[src/rtl/fb_swap_controller.sv]
// fb_swap_controller: ping-pong frame buffer sequencer for the raycaster display path.
// Gates ray pixel writes into the back buffer and swaps buffers on video frame boundaries.
module fb_swap_controller #(
  parameter int SCREEN_WIDTH   = 320,
  parameter int SCREEN_HEIGHT  = 180,
  parameter int TIMEOUT_FRAMES = 4
) (
  input  logic        pixel_clk_in,
  input  logic        rst_n_in,
  input  logic        enable_in,
  input  logic        ray_valid_in,
  input  logic [15:0] ray_address_in,
  input  logic [15:0] ray_pixel_in,
  input  logic        ray_last_pixel_in,
  input  logic        video_last_pixel_in,
  output logic        frame_start_out,
  output logic        wr_sel_out,
  output logic        wr_en1_out,
  output logic        wr_en2_out,
  output logic [15:0] wr_addr_out,
  output logic [15:0] wr_data_out,
  output logic        busy_out,
  output logic [15:0] frame_count_out,
  output logic [7:0]  repeat_count_out,
  output logic        drop_err_out,
  output logic        timeout_out
);
  localparam logic [16:0] PIXELS = 17'(SCREEN_WIDTH * SCREEN_HEIGHT);
  localparam logic [3:0]  TMO_LAST = 4'(TIMEOUT_FRAMES - 1);
  typedef enum logic [1:0] {IDLE, RENDER, DONE_WAIT, SWAP} state_t;
  state_t     state;
  logic [3:0] tmo_cnt;
  logic       accept, ray_last;
  assign accept   = state == RENDER && ray_valid_in && {1'b0, ray_address_in} < PIXELS;
  assign ray_last = ray_valid_in && ray_last_pixel_in;
  always_ff @(posedge pixel_clk_in or negedge rst_n_in)
    if (!rst_n_in) begin
      state            <= IDLE;
      tmo_cnt          <= '0;
      frame_start_out  <= 1'b0;
      wr_sel_out       <= 1'b0;
      wr_en1_out       <= 1'b0;
      wr_en2_out       <= 1'b0;
      wr_addr_out      <= '0;
      wr_data_out      <= '0;
      busy_out         <= 1'b0;
      frame_count_out  <= '0;
      repeat_count_out <= '0;
      drop_err_out     <= 1'b0;
      timeout_out      <= 1'b0;
    end else begin
      frame_start_out <= 1'b0;
      wr_en1_out      <= 1'b0;
      wr_en2_out      <= 1'b0;
      if (enable_in && ray_valid_in && !accept) drop_err_out <= 1'b1;
      if (!enable_in) begin
        state    <= IDLE;
        busy_out <= 1'b0;
      end else begin
        case (state)
          IDLE: begin
            state           <= RENDER;
            busy_out        <= 1'b1;
            frame_start_out <= 1'b1;
          end
          RENDER: begin
            if (accept) begin
              wr_addr_out <= ray_address_in;
              wr_data_out <= ray_pixel_in;
              wr_en1_out  <= !wr_sel_out;
              wr_en2_out  <= wr_sel_out;
            end
            // A finished sweep that coincides with the video frame end skips DONE_WAIT.
            if (ray_last) begin
              state    <= video_last_pixel_in ? SWAP : DONE_WAIT;
              busy_out <= !video_last_pixel_in;
            end else if (video_last_pixel_in) begin
              if (repeat_count_out != 8'hFF) repeat_count_out <= repeat_count_out + 8'd1;
              if (tmo_cnt == TMO_LAST) begin
                timeout_out     <= 1'b1;
                frame_start_out <= 1'b1;
                tmo_cnt         <= '0;
              end else begin
                tmo_cnt <= tmo_cnt + 4'd1;
              end
            end
          end
          DONE_WAIT: if (video_last_pixel_in) begin
            state    <= SWAP;
            busy_out <= 1'b0;
          end
          SWAP: begin
            state           <= RENDER;
            busy_out        <= 1'b1;
            wr_sel_out      <= !wr_sel_out;
            frame_start_out <= 1'b1;
            frame_count_out <= frame_count_out + 16'd1;
            tmo_cnt         <= '0;
          end
          default: state <= IDLE;
        endcase
      end
    end
endmodule

[config.mk]
export PLATFORM = sky130hd
export DESIGN_NAME = fb_swap_controller
export DESIGN_NICKNAME = d
export VERILOG_FILES = /design/src/rtl/fb_swap_controller.sv
export SDC_FILE = /design/constraint.sdc
export NUM_CORES = 1
export LEC_CHECK = 0
export CAP_MARGIN = 10
export CORE_ASPECT_RATIO = 0.75
export CORE_UTILIZATION = 46
export CTS_CLUSTER_DIAMETER = 30
export DETAILED_ROUTE_END_ITERATION = 10
export PLACE_DENSITY = 0.8
export SYNTH_ARGS = -nofsm -noshare
export SYNTH_HDL_FRONTEND = slang
export SYNTH_SLANG_ARGS = --single-unit
export TNS_END_PERCENT = 100
[constraint.sdc]
create_clock -name pixel_clk_in -period 2.48 [get_ports pixel_clk_in]
set_input_delay 0.744 -clock pixel_clk_in [delete_from_list [all_inputs] [get_ports pixel_clk_in]]
set_output_delay 0.744 -clock pixel_clk_in [all_outputs]
set_load 0.02 [all_outputs]
* After elaboration in Yosys (flattened, before gate mapping)
Index checks and enable logic that the tools add are counted. Widths: inputs -> output; s select.
Storage, ports and cells: bits in registers 69, output and inout bits 63, logic and storage cells 68
Cells by class: add/sub/neg operators 3, $lt $le $gt $ge 1, equal/unequal tests 9, mux-type cells 24, bitwise logic cells 1, reductions and logical operators 17
Operator list (number):
- $add 16x1->16 const B | 1
- $lt 16x16->1 const B | 1
- $mux 1 | 14
- $mux 4 | 3
- $reduce_and 5->1 | 2
- $add 8x1->8 const B | 1
- $ne 8x8->1 const B | 1
- $pmux 4 s2 | 1
- $mux 2 | 3
- $ne 3x3->1 const B | 2
- $pmux 2 s3 | 1
- $logic_and 1x1->1 | 5
- $add 4x1->4 const B | 1
- $eq 2x2->1 const B | 2
- $eq 4x2->1 const B | 1
- $ne 2x2->1 const B | 2
- $reduce_and 2->1 | 2
- $reduce_and 4->1 | 1
- $logic_not 1->1 | 3
- $pmux 1 s3 | 1
- $reduce_and 3->1 | 1
- $eq 2x1->1 const B | 1
- $logic_not 2->1 | 1
- $pmux 1 s2 | 1
- 3 further kinds | 3

* Logic depth before layout (Yosys ltp)
Gate-level depths: netlist of the first run.
word-level depth 6, gate-level depth with buffers 7

* Least setup slack after synthesis of the first run
No wires, ideal clock.
path type in2reg, start input ray_address_in[11], end register wr_addr_out[10], setup time 0.125 ns, arrival time 2.216 ns, setup slack 0.139 ns, stages 6, buffers on the path 2, cells stage by stage or4_1 > o2111ai_1 > and3_1 > buf_6 > buf_12 > mux2_2
On the way: cells in the longest elaborated chain, start to end 3
Ends and longest elaborated chain:
- from (decl) | line 12 | input logic [15:0] ray_address_in,
- $lt 16x16->1 | line 34 | assign accept = state == RENDER && ray_valid_in && {1'b0, ray_address_in} < PIXELS;
- $logic_and 1x1->1 | line 34
- $reduce_and 3->1 (no line)
- to (signal assigned) | line 68 | wr_addr_out <= ray_address_in;
- to (decl) | line 20 | output logic [15:0] wr_addr_out,
No other way between the ends. A chain may end at the register's enable or synchronous reset.

* Final worst setup path of the first run
start input ray_address_in[9], end register wr_data_out[3]
On the way: cells in the longest elaborated chain, start to end 3
Ends and longest elaborated chain:
- $lt 16x16->1 | line 34
- $logic_and 1x1->1 | line 34
- $reduce_and 3->1 (no line)
- to (signal assigned) | line 69 | wr_data_out <= ray_pixel_in;
- to (decl) | line 21 | output logic [15:0] wr_data_out,
No other way between the ends.

==> impl_metrics.ini, run 1 <==
[min_path]
hold_path.class = input port to asynchronous set/reset pin

[place]
hpwlAfterDp_mm = 4.789
pre_cts_ws_ns = -0.4041
place_area_um2 = 4172
port_buffers = 100
place_inst = 410
place_congestion = 0.7833

[floorplanning]
io_pins = 101
start_util = 0.4788
die_w_um = 95.88
core_area_um2 = 6350
die_area_um2 = 6942
rows = 25
die_y_um = 72.41

[power_and_ir_drop]
power_frac_clock = 0.208
power_per_cell_area_nw_per_um2 = 1019
comb_power_share = 0.412
seqPwrFrac = 0.380
p_leak_nw = 1.957
internal_power_mw = 3.038
max-vdd-ir-drop_mv = 0.5025
sw_frac_of_total = 0.3336
switchingPower_mw = 1.521
finalPower_mw = 4.559

[synth]
syn_nets = 268
synthTopCellsByArea = dfrtp_1, mux2_4, mux2_2
synthFlopType = dfrtp_1
synth_top_area_cell = dfrtp_1
syn_inst = 224
ys_top_cells_by_count = dfrtp_1, mux2_4, xnor2_1
synth_edf_count = 0
synth_cell_types = 36
synth_area_um2 = 3040
avgSynthCellArea_um2 = 13.57
netlist.area_leader.share = 0.5679
ys_ff_latch = 69
synth_most_common_cell = dfrtp_1
yosysSeqAreaShare = 0.5679
synth_warnings = 0
synthArstFlopShare = 1.000

[routing]
post_drt_wl_per_cell_um = 15.72
drt_iter0_drc = 60
via_per_inst = 5.164
drc = 0
vias = 2210
dr.pass1.iters = 5
antenna_left = 0
routed_wirelength_mm = 6.729

[timing]
worst_hold_slack_ns = 0.4048
finalCritPeriodShare = 0.9757
finClkSkew_ns = 0.01119
worst-slew-pin-transition_ns = 0.6085
final-setup-viol-count = 0
post-route-min-period_ns = 2.420
slew_violations = 0
relSlewSlack = 0.5944
fin_ws_ns = 0.06028
rsz0062_at_grt = false
hold_viol = 0
finalSetupTns_ns = 0
max_freq_ghz = 0.4133

[critical_path]
crit_type = input port to register
reg2reg_to = repeat_count_out[1]$_DFFE_PN0P_
arrival_ns = 2.64
ff2ff_setup_slack_ns = 0.56
r2r_cells = 5
cp.required_ns = 2.70
reg2reg_from = state[1]$_DFFE_PN0P_
end_kind = register
startpoint_type = input port
critPathMaxFanout = 7

[run]
cap_violations = 0

[clocking]
cts_buffers = 9
clk_latency_ns = 0.35
htree_levels = 3
cts_sinks = 69
cts_setup_buffers = 0
cts_buffer_depth = 2
cts_root_buffer = clkbuf_8
clk_pin_slew_ns = 0.07
cts_tree = yes

[grt]
grt_pass1_vias = 2071
grt_pass1_wl_mm = 10.13
grt_max_degree = 27
gr-usage-all-layers = 0.1976
antenna_found_initial = 0
grt-ovfl-total = 0

[finish]
post-route-util = 0.7048
area_growth_pct = 47.20
final_cell_count_no_fill = 428
antenna_cells = 0
drive_gt1_frac = 0.1988
final_area_um2 = 4476
fin_nets = 386

[outcome]
status = complete, no violations
## critical path, cell delays in order
cell and delay (ns):
clkdlybuf4s50_1 0.44, or4_4 0.44, o2111ai_4 0.22, and3_4 0.31
buf_6 0.18, mux2_4 0.31
## layout make-up
cell class | instances | area (um2)
inverter | 5 | 18.77
clock buffer | 11 | 151.4
fill | 443 | 1874
timing repair buffer | 114 | 1180
multi-input combinational | 143 | 1239
sequential | 69 | 1727
tap | 81 | 101.3
clock inverter | 5 | 58.81
## metal layers
layer	wire, um	global-route usage	up-vias	part of all wire
li1	-	-	1042	-
met1	3139	0.2662	1073	0.47
met2	2983	0.3000	87	0.44
met3	521	0.06289	8	0.077
met4	85	0.07463	0	0.013
met5	0	0	-	0
## cell families after synthesis
| logic type | share of synthesized area |
|---|---|
| adder cells (fa/ha/maj) | 0.02469 |
| flip-flops | 0.5679 |
| XOR/XNOR | 0.06049 |
| AND/OR/NAND/NOR | 0.1095 |
| multiplexers | 0.1613 |
| buffers and inverters | 0.03333 |
| AO/OA/AOI/OAI | 0.04280 |
## placed cells by master (no fill, tap or decap), types with 2 or more instances in the layout
master,Yosys,layout
a211oi_1,2,2
a21oi_1,4,4
a31oi_1,2,2
and2_1,3,3
and3_1,3,2
and4_1,7,7
buf_12,3,2
buf_4,0,8
clkbuf_16,0,2
clkbuf_8,0,11
clkdlybuf4s50_1,0,96
clkinvlp_4,0,2
dfrtp_1,69,69
dlymetal6s2s_1,0,3
ha_1,6,6
inv_1,4,4
mux2_2,15,15
mux2_4,20,20
nand2_1,12,12
nand2b_1,3,3
nand3_1,12,12
nand4_1,4,4
nor2_1,6,6
nor2b_1,3,3
nor3_1,2,2
nor4_1,2,2
o21ai_0,2,2
o31ai_1,3,3
o41ai_1,3,3
xnor2_1,16,16
xor2_1,5,5
## sequential cells by signal, indices dropped and copies added (netlist names), 2 cells and up
name	flops
state	2
frame_count_out	16
wr_data_out	16
wr_addr_out	16
tmo_cnt	4
repeat_count_out	8
## how the worst max path moves through the flow
stage / endpoint / cells past startpoint / from
final: wr_data_out[3]$_DFFE_PN0P_ / 6 / ray_address_in[9]
after global placement: wr_addr_out[11]$_DFFE_PN0P_ / 6 / ray_address_in[11]
after floorplan: wr_addr_out[10]$_DFFE_PN0P_ / 6 / ray_address_in[11]
after detailed placement: wr_addr_out[11]$_DFFE_PN0P_ / 6 / ray_address_in[11]
after global routing: wr_addr_out[14]$_DFFE_PN0P_ / 6 / ray_address_in[9]
after CTS: wr_addr_out[11]$_DFFE_PN0P_ / 6 / ray_address_in[11]
## power by group through the flow
stage | Clock (mW) | Sequential, mW | Combinational [mW]
CTS | 0.972 | 1.73 | 1.88
finish | 0.948 | 1.73 | 1.88
global route | 1.02 | 1.78 | 2.00
detailed placement | 0 | 1.75 | 1.86
floorplan | 0 | 2.14 | 0.566
global placement | 0 | 1.73 | 1.83
## repair_timing
item	CTS	global route
cloned	0	2
pin swaps	0	3
gates resized for setup	2	8
hold buffers	0	0
setup endpoints to repair	18	27
Power figures use the tool's default switching activity.
==> run 2: changes to the inputs <==
Settings changed: CORE_UTILIZATION 46 to 32, PLACE_DENSITY 0.8 to default.
==> impl_metrics.ini, run 2 (same netlist as run 1, synthesis figures left out) <==
[outcome]
status = complete, no violations

[critical_path]
max_stage_delay_ns = 0.43
path_cells = clkdlybuf4s50_1, or4_4, o2111ai_2, and3_4, bufbuf_16, mux2_4
cp.required_ns = 2.68
startpoint_type = input port
reg2reg_from = state[1]$_DFFE_PN0P_
end_kind = register
critPathMaxFanout = 7
ff2ff_setup_slack_ns = 0.53
cpMaxStageDelayCell = or4_4
arrival_ns = 2.62
r2r_cells = 5
reg2reg_to = repeat_count_out[7]$_DFFE_PN0P_
crit_type = input port to register

[finish]
fin_nets = 386
top_regs = frame_count_out: 16 flops, wr_addr_out: 16 flops, wr_data_out: 16 flops
area_growth_pct = 50.74
mostFrequentLayoutCell = clkdlybuf4s50_1
final_cell_count_no_fill = 474
mostFrequentLayoutCells = clkdlybuf4s50_1, dfrtp_1, mux2_4
n_fill_cell = 851
drive_gt1_frac = 0.1936
antenna_cells = 0

[place]
pre_cts_ws_ns = -0.4245
hpwlAfterDp_mm = 4.595
place_inst = 455
port_buffers = 100
place_congestion = 0.7912

[timing]
worst-slew-pin-transition_ns = 0.4552
rsz0062_at_grt = false
worst_hold_slack_ns = 0.4321
hold_viol = 0
finalCritPeriodShare = 0.9763
fin_ws_ns = 0.05876
max_freq_ghz = 0.4130
final-setup-viol-count = 0
relSlewSlack = 0.6951
post-route-min-period_ns = 2.421
finClkSkew_ns = 0.005996
slew_violations = 0

[floorplanning]
io_pins = 101
die_y_um = 86.42
die_area_um2 = 9899
core_area_um2 = 9121
die_w_um = 114.6
start_util = 0.3333
rows = 30

[power_and_ir_drop]
power_per_cell_area_nw_per_um2 = 1031
max-vdd-ir-drop_mv = 0.4526
p_leak_nw = 1.971

[clocking]
cts_sinks = 69
cts_buffers = 9
cts_tree = yes
clk_pin_slew_ns = 0.05
htree_levels = 3
cts_hold_buf = 0
clk_latency_ns = 0.32
cts_buffer_depth = 2
cts_root_buffer = clkbuf_16

[routing]
antenna_left = 0
drt_iter0_drc = 160
vias = 2154
dr.pass1.iters = 4
routed_wirelength_mm = 6.749
drc = 0
via_per_inst = 4.544
post_drt_wl_per_cell_um = 14.24

[min_path]
hold_path.class = input port to asynchronous set/reset pin

[grt]
grt_pass1_vias = 2062
gr-usage-all-layers = 0.1428
grt_max_degree = 70
antenna_found_initial = 0
grt_pass1_wl_mm = 10.78
grt-ovfl-total = 0

[run]
cap_violations = 0
## run 2: layer usage
layer  vias up  wire, um  track usage
met5         -         0            0
met4         0        70      0.04959
met3         8       505      0.04825
met2        75      2687       0.1934
met1      1038      3485       0.2098
li1       1033         -            -
## run 2: critical path: cells and delay by family
kind / cells / cell delay, ns
and+or+nand+nor: 2 / 0.69
muxes: 1 / 0.29
AOI/OAI and AO/OA: 1 / 0.19
buffers and inverters: 2 / 0.70
## run 2: where the power goes
group,internal (mW),switching (mW),total [mW]
Combinational,1.04,0.829,1.87
Sequential,1.48,0.248,1.73
Clock,0.665,0.454,1.12
Total,3.19,1.53,4.72
## run 2: how the worst max path moves through the flow
stage,startpoint,to,slack (ns),cells past startpoint
floorplan,ray_address_in[11],wr_addr_out[10]$_DFFE_PN0P_,0.14,6
detailed placement,ray_address_in[11],wr_data_out[1]$_DFFE_PN0P_,-0.42,6
finish,ray_address_in[11],wr_addr_out[0]$_DFFE_PN0P_,0.06,6
CTS,ray_address_in[11],wr_addr_out[0]$_DFFE_PN0P_,0.03,6
global route,ray_address_in[11],wr_addr_out[15]$_DFFE_PN0P_,0.01,7
global placement,ray_address_in[11],wr_data_out[0]$_DFFE_PN0P_,-0.37,6
## run 2: area by class of cell
class	instances	area, um2	area share
flip-flops and latches	69	1727	0.3767
inverters	5	18.77	0.004095
clock inverters	5	28.78	0.006279
multi-input cells	143	1227	0.2678
clock buffers	10	229.0	0.04996
well taps	128	160.2	0.03494
repair buffers	114	1192	0.2602
## run 2: stage by stage
step / utilization / total power, mW / area [um2] / TNS (ns)
floorplan: - / 2.703 / 3040 / 0
global route: 0.5025 / 4.993 / 4583 / 0
global placement: 0.4635 / 3.577 / 4228 / -10.91
detailed placement: 0.4635 / 3.604 / 4228 / -12.26
finish: 0.5025 / 4.725 / 4583 / 0
CTS: 0.5025 / 4.785 / 4583 / 0
## run 2: repair_timing
item | in CTS | in global routing
pin swaps | 3 | 2
cloned | 2 | 0
setup endpoints to repair | 30 | 6
gates resized for setup | 7 | 0
buffers inserted | 2 | 0
==> run 3: changes to the inputs <==
Settings changed: PLACE_DENSITY_LB_ADDON from default to 0.3.
==> impl_metrics.ini, run 3 (same netlist as run 1, synthesis figures left out) <==
[floorplanning]
die_w_um = 114.6
io_pins = 101
rows = 30
core_area_um2 = 9121
die_y_um = 86.42
die_area_um2 = 9899
start_util = 0.3333

[finish]
mostFrequentLayoutCells = clkdlybuf4s50_1, dfrtp_1, mux2_4
n_fill_cell = 799
fin_nets = 390
area_growth_pct = 55.72
top_regs = frame_count_out: 16 flops, wr_addr_out: 16 flops, wr_data_out: 16 flops
antenna_cells = 0
final_cell_count_no_fill = 479
final_area_um2 = 4735
multi_input_area_um2 = 1242
drive_gt1_frac = 0.2080
mostFrequentLayoutCell = clkdlybuf4s50_1
ff_latch_area_um2 = 1727

[timing]
finalCritPeriodShare = 0.9839
worst_hold_slack_ns = 0.3690
final-setup-viol-count = 0
max_freq_ghz = 0.4098
post-route-min-period_ns = 2.440
fin_ws_ns = 0.04003
relSlewSlack = 0.6862
worst-slew-pin-transition_ns = 0.4685
slew_violations = 0
hold_viol = 0
finClkSkew_ns = 0.006405

[run]
cap_violations = 0

[routing]
met1_length_mm = 3.473
met3_length_um = 540
met2_length_mm = 3.043
via_per_inst = 4.616
vias = 2211
routed_wirelength_mm = 7.124
antenna_left = 0
post_drt_wl_per_cell_um = 14.87
dr.pass1.iters = 4
drt_iter0_drc = 135
topRoutingLayerUsed = met4
drc = 0

[outcome]
status = complete, no violations

[grt]
antenna_found_initial = 0
grt_pass1_wl_mm = 10.92
grt_max_degree = 39
gr-usage-all-layers = 0.1455
grt_pass1_vias = 2092
grt-ovfl-total = 0

[critical_path]
max_stage_delay_ns = 0.44
path_cells = clkdlybuf4s50_1, or4_4, o2111ai_4, and3_4, clkbuf_16, mux2_2
critPathMaxFanout = 6
cp.required_ns = 2.69
arrival_ns = 2.65
crit_type = input port to register
startpoint_type = input port
cpMaxStageDelayCell = or4_4
end_kind = register

[clocking]
cts_sinks = 69
cts_tree = yes
cts_buffers = 9
cts_buffer_depth = 2
cts_hold_buf = 0
clk_latency_ns = 0.32
cts_root_buffer = clkbuf_16
clk_pin_slew_ns = 0.06
htree_levels = 3

[power_and_ir_drop]
p_leak_nw = 2.062
max-vdd-ir-drop_mv = 0.4664
finalPower_mw = 5.203
power_per_cell_area_nw_per_um2 = 1099

[place]
place_area_um2 = 4238
port_buffers = 100
hpwlAfterDp_mm = 5.060
place_congestion = 0.7455
place_inst = 458
pre_cts_ws_ns = -0.4000

[min_path]
hold_path.class = input port to asynchronous set/reset pin
run 3: critical path: cells and delay by family:
kind | cells | cell delay [ns]
AOI/OAI and AO/OA | 1 | 0.22
buffers and inverters | 2 | 0.60
muxes | 1 | 0.32
and+or+nand+nor | 2 | 0.76
run 3: final timing paths:
| kind | cells past startpoint | to | from | slack (ns) |
|---|---|---|---|---|
| setup / recovery | 6 | wr_data_out[0]$_DFFE_PN0P_ | ray_address_in[11] | 0.04 |
| hold / removal | 1 | repeat_count_out[3]$_DFFE_PN0P_ | rst_n_in | 0.37 |
| setup reg to reg | 5 | repeat_count_out[5]$_DFFE_PN0P_ | state[1]$_DFFE_PN0P_ | 0.54 |
| hold reg to reg | 1 | drop_err_out$_DFFE_PN0P_ | drop_err_out$_DFFE_PN0P_ | 0.46 |
| max in group asynchronous | 2 | frame_count_out[11]$_DFFE_PN0P_ | rst_n_in | 1.54 |
| min in group pixel_clk_in | 1 | drop_err_out$_DFFE_PN0P_ | drop_err_out$_DFFE_PN0P_ | 0.46 |
run 3: repair_timing:
action | CTS | global route
pin swaps | 1 | 3
cloned | 0 | 3
setup buffers | 0 | 2
endpoints found under the setup margin | 31 | 31
gates resized for setup | 2 | 9
run 3: metrics by stage:
step                setup TNS [ns]    util
detailed placement          -11.93  0.4646
global placement            -10.65  0.4646
global route             -0.003574  0.5191
CTS                       -0.01667  0.5066
floorplan                        0       -
finish                           0  0.5191
run 3: final cells by class:
class | count | area share
inverters | 5 | 0.003964
clock buffers | 10 | 0.05048
clock inverters | 6 | 0.02828
well taps | 128 | 0.03383
flip-flops and latches | 69 | 0.3647
repair buffers | 118 | 0.2563
multi-input cells | 143 | 0.2624
run 3: power breakdown:
part / switching, mW / internal (mW) / total (mW)
logic: 0.841 / 1.05 / 1.89
registers: 0.253 / 1.48 / 1.74
clock network: 0.465 / 1.11 / 1.58
total: 1.56 / 3.64 / 5.20
run 3: layer usage:
metal / vias up / track usage
li1: 1050 / -
met1: 1077 / 0.1982
met2: 76 / 0.2105
met3: 8 / 0.05035
met4: 0 / 0.06139
met5: - / 0
